`src/rtl/comb_div.sv`:
```
`default_nettype none
// +--------------------------------------------------------------------------+
// | comb_div : 8-bit by 4-bit unsigned restoring divider, one bit per clock   |
// | Revision : 1.0                                                            |
// +--------------------------------------------------------------------------+
module comb_div (
   input  logic       clk,
   input  logic       rst_n,
   input  logic       i_start,
   input  logic [7:0] i_dividend,
   input  logic [3:0] i_divisor,
   output logic       o_busy,
   output logic       o_done,
   output logic [7:0] o_quotient,
   output logic [3:0] o_remainder,
   output logic       o_div_by_zero
);

   typedef enum logic [1:0] {
      S_IDLE = 2'd0,
      S_CALC = 2'd1,
      S_DONE = 2'd2
   } state_t;

   state_t     r_state;
   state_t     w_state_nxt;
   logic [7:0] r_dvd;      // dividend shifts out MSB-first, quotient shifts in
   logic [3:0] r_dvs;
   logic [3:0] r_part;
   logic [2:0] r_cnt;
   logic [7:0] r_quot;
   logic [3:0] r_rem;
   logic       r_dbz;

   logic [4:0] w_trial;
   logic       w_ge;
   logic [3:0] w_part_nxt;
   logic       w_accept;
   logic       w_last;

   // Kept remainder is always below the divisor, so the 4-bit difference is exact.
   assign w_trial    = {r_part, r_dvd[7]};
   assign w_ge       = (w_trial >= {1'b0, r_dvs});
   assign w_part_nxt = w_ge ? (w_trial[3:0] - r_dvs) : w_trial[3:0];
   assign w_accept   = (r_state == S_IDLE) && i_start;
   assign w_last     = (r_cnt == 3'd7);

   always_comb begin
      w_state_nxt = r_state;
      case (r_state)
         S_IDLE: begin
            if (i_start) begin
               w_state_nxt = (i_divisor == 4'd0) ? S_DONE : S_CALC;
            end
         end
         S_CALC: begin
            if (w_last) begin
               w_state_nxt = S_DONE;
            end
         end
         S_DONE:  w_state_nxt = S_IDLE;
         default: w_state_nxt = S_IDLE;
      endcase
   end

   always_ff @(posedge clk or negedge rst_n) begin
      if (!rst_n) begin
         r_state <= S_IDLE;
      end else begin
         r_state <= w_state_nxt;
      end
   end

   always_ff @(posedge clk or negedge rst_n) begin
      if (!rst_n) begin
         r_dvd  <= 8'd0;
         r_dvs  <= 4'd0;
         r_part <= 4'd0;
         r_cnt  <= 3'd0;
         r_quot <= 8'd0;
         r_rem  <= 4'd0;
         r_dbz  <= 1'b0;
      end else begin
         if (w_accept) begin
            r_dvd  <= i_dividend;
            r_dvs  <= i_divisor;
            r_part <= 4'd0;
            r_cnt  <= 3'd0;
            if (i_divisor == 4'd0) begin
               r_quot <= 8'hFF;
               r_rem  <= i_dividend[3:0];
               r_dbz  <= 1'b1;
            end
         end else if (r_state == S_CALC) begin
            r_dvd  <= {r_dvd[6:0], w_ge};
            r_part <= w_part_nxt;
            r_cnt  <= r_cnt + 3'd1;
            if (w_last) begin
               r_quot <= {r_dvd[6:0], w_ge};
               r_rem  <= w_part_nxt;
               r_dbz  <= 1'b0;
            end
         end
      end
   end

   assign o_busy        = (r_state != S_IDLE);
   assign o_done        = (r_state == S_DONE);
   assign o_quotient    = r_quot;
   assign o_remainder   = r_rem;
   assign o_div_by_zero = r_dbz;

endmodule
`default_nettype wire

```
`config.mk`:
```
export PLATFORM = sky130hd
export DESIGN_NAME = comb_div
export DESIGN_NICKNAME = d
export VERILOG_FILES = /design/src/rtl/comb_div.sv
export SDC_FILE = /design/constraint.sdc
export NUM_CORES = 1
export LEC_CHECK = 0
export BUFFER_PORTS_ARGS = -buffer_cell sky130_fd_sc_hd__buf_2
export CELL_PAD_IN_SITES_DETAIL_PLACEMENT = 1
export CELL_PAD_IN_SITES_GLOBAL_PLACEMENT = 2
export CORE_MARGIN = 2
export CORE_UTILIZATION = 31
export DETAILED_ROUTE_END_ITERATION = 10
export PLACE_DENSITY = 0.86
export SYNTH_ARGS = -nofsm -noshare
export SYNTH_HDL_FRONTEND = slang
export SYNTH_SLANG_ARGS = --single-unit
```
`constraint.sdc`:
```
create_clock -name clk -period 1.7 [get_ports clk]
set_input_delay 0.255 -clock clk [delete_from_list [all_inputs] [get_ports clk]]
set_output_delay 0.255 -clock clk [all_outputs]
set_load 0.01 [all_outputs]
```
==> results_dict.tcl <==
set metrics [dict create \
    status "complete, but fails checks" \
    violations "negative hold slack, negative setup slack" \
    synth_top_family_by_area "simple AND/OR/NAND/NOR gates" \
    synth_top_area_share_pct 51.2 \
    final_cell_mix "nand2_1, dfrtp_1, buf_2" \
    synth_xor_xnor_area_share_pct 0.528 \
    synth_cell_types 34 \
    final_design_area_no_fill_sq_mm 0.00221 \
    p_sw_share_pct 39.5 \
    p_leak_uw 0.00103 \
    fin_ws_ps -99.5 \
    slew_violations 0 \
    crit-reg2reg-launch "r_dvs[0]" \
    clkTransAtPathRegs_ps 70 \
    routedWlPerCell_microns 15.8 \
    ys_ff_latch 34 \
    hp-class "in2async" \
    routed_via_density 4.80 \
    synth_compound_area_share_pct 13.9 \
    ios 30 \
    wl_met2_microns 2320 \
    setup_tns_ps -177 \
    final_common_cell "nand2_1" \
    p_per_area_mw_per_mm2 2330 \
    grt_overflow 0 \
    dpl.cell_count 277 \
    crit_cells 5 \
    rsz0062_at_grt "yes" \
    critPathBufInv 0 \
    relSlewSlack_pct 70.1 \
    gp_congestion 0.905 \
    synthMuxAreaShare_pct 3.84 \
    cts.sinks 34 \
    synth_edf_count 0 \
    die_h_microns 77.2 \
    synth_simple_gate_area_share_pct 20.9 \
    synth.area.top_cells "dfrtp_1, nand2_1, ha_1, nor2_1, o22a_1" \
    cts_buffers 5 \
    grt_pass1_vias 1585 \
    die_w_microns 77.2 \
    dieArea_sq_mm 0.00596 \
    dp_slack_ps -104 \
    wl_met3_microns 136 \
    critical_path.startpoint_type "flop" \
    setup_viol 2 \
    p_int_uw 3120 \
    cp_max_fo 2 \
    hold_viol_final 4 \
    start_util_pct 32.3 \
    drive_above_1_share_pct 37.9 \
    synth_cells 168 \
    core-area_sq_mm 0.00514 \
    max_slew.worst_pin.slew_ps 449 \
    ys_warn_count 0 \
    slowest_stage "fa_2" \
    synth_area_leader_cell "dfrtp_1" \
    hold-worst-slack_ps -5.86 \
    peakVddDrop_uv 889 \
    seqPwrFrac_pct 29.0 \
    m1WireLength_microns 2010 \
    initialDrtViolationCount 62 \
    crit_type "reg2reg" \
    synthToLayoutAreaGrowth_pct 33.2 \
    grtUsageTotal_pct 16.4 \
    seq_area_frac_synth_pct 51.2 \
    crit_required_ps 1870 \
    synth_nets 190 \
    max_freq_mhz 556 \
    worstSetupEndpointType "flop" \
    finClkSkew_ps 4.28 \
    p_sw_uw 2030 \
    synth_area_sq_mm 0.00166 \
    top_layer_used "met4" \
    cts-root-buf "clkbuf_8" \
    clk_path_buf_depth 2 \
    totalWireLength_microns 4560 \
    synthFlopType "dfrtp_1" \
    num_rows 26 \
    cts_tree "done" \
    ant_nets 0 \
    grt_first_pass_wirelength_microns 7640 \
    path_cells "ha_4 -> fa_2 -> nor2_1 -> mux2_4 -> mux2_2" \
    critical_path.top_delay_family "adder cells" \
    synthArstFlopShare_pct 100 \
    pwr-share-comb_pct 58.8 \
    cp-startpoint "r_dvs[0]" \
    rrSetupSlack_ps -100 \
    diodes 0 \
    first_pass_iters 4 \
    h-tree-depth 2 \
    num_vias 1388 \
    max_stage_delay_ps 520 \
    final_cells 289 \
    grt_start_max_net_pins 35 \
    crit_arrival_ps 1970 \
    drc_errors 0 \
    place_area_sq_mm 0.00204 \
    dp_hpwl_microns 3350 \
    synth_fa_ha_area_share_pct 5.73 \
    r2r_cells 5 \
    pwr-share-clk_pct 12.2 \
    crit_path_end "r_part[1]" \
    syn_area_per_cell_sq_um 9.88 \
    fin_nets 240 \
    rr_endpoint "r_part[1]" \
    cap_violations 0 \
    antenna_found_initial 0 \
    portBuffers 29 \
    fin_crit_sh_pct 106 \
    period_needed_ps 1800 \
    insertion_delay_ps 280 \
]
==> how the worst min path moves through the flow <==
stage | startpoint | endpoint | slack (ps) | cells after the start
after global placement | rst_n | r_dvd[2] | 320 | 2
after floorplan | rst_n | o_div_by_zero | -40 | 0
after CTS | rst_n | r_dvd[2] | 10 | 2
final | rst_n | o_quotient[3] | -6 | 2
after detailed placement | rst_n | r_dvd[2] | 320 | 2
after global routing | rst_n | o_quotient[3] | 30 | 2
==> power groups by stage <==
stage / clock (uW) / sequential (uW) / combinational, uW
floorplan: 0 / 1530 / 1790
global placement: 0 / 1480 / 2660
detailed placement: 0 / 1500 / 2770
CTS: 651 / 1490 / 2850
global route: 667 / 1550 / 3340
finish: 630 / 1490 / 3030
==> worst register-to-register path: stages, from the launching register on <==
cell and delay, ps:
dfrtp_1 410, ha_4 190, fa_2 520, nor2_1 40
mux2_4 260, mux2_2 260
==> cell usage after synthesis (3+ instances only) <==
library cell,instances
mux2_2,3
nand3_1,5
ha_1,6
a21oi_1,3
a31oi_1,5
nand2_1,40
inv_1,7
dfrtp_1,34
buf_2,3
o21ai_0,10
nor2_1,17
o22a_1,7
==> per-layer routing <==
| metal | global-route usage (%) | up-vias |
|---|---|---|
| li1 | - | 667 |
| met1 | 20.2 | 689 |
| met2 | 28.3 | 24 |
| met3 | 3.06 | 8 |
| met4 | 6.25 | 0 |
| met5 | 0 | - |
==> layout make-up <==
cell class	count	area (sq um)
clock buffer	6	82.6
clock inverter	2	12.5
fill	605	2930
inverter	7	26.3
multi-input combinational	121	820
sequential	34	851
tap	70	87.6
timing repair buffer	49	333
==> logic make-up (layout without fill, tap and decap cells) <==
kind of cell | count (synthesis) | count (layout)
xor gates and xnor gates | 1 | 1
adders and majority gates | 7 | 7
DFF | 34 | 34
and+or+nand+nor | 75 | 75
muxes | 5 | 5
buffers and inverters | 13 | 64
AOI/OAI and AO/OA | 33 | 33
==> registers in the layout (all words and copies together), names as in the netlist <==
signal         count
o_quotient         8
r_dvd              8
o_remainder        4
r_dvs              4
r_part             4
r_cnt              3
r_state            2
o_div_by_zero      1
==> stage by stage <==
| stage | utilization (%) | power (uW) |
|---|---|---|
| 3_3_place_gp | 39.7 | 4140 |
| 5_1_grt | 43.0 | 5550 |
| 3_5_place_dp | 39.7 | 4280 |
| 2_1_floorplan | - | 3320 |
| 4_1_cts | 41.8 | 4990 |
| 6_report | 43.0 | 5150 |
==> what timing repair did <==
item                       in CTS  in global routing
setup endpoints to repair       5                  8
buffers inserted                1                  3
hold buffers                    0                  0
resized for setup               3                  6
pin swaps                       1                  7
No activity file was read; power rests on OpenSTA's default activity.
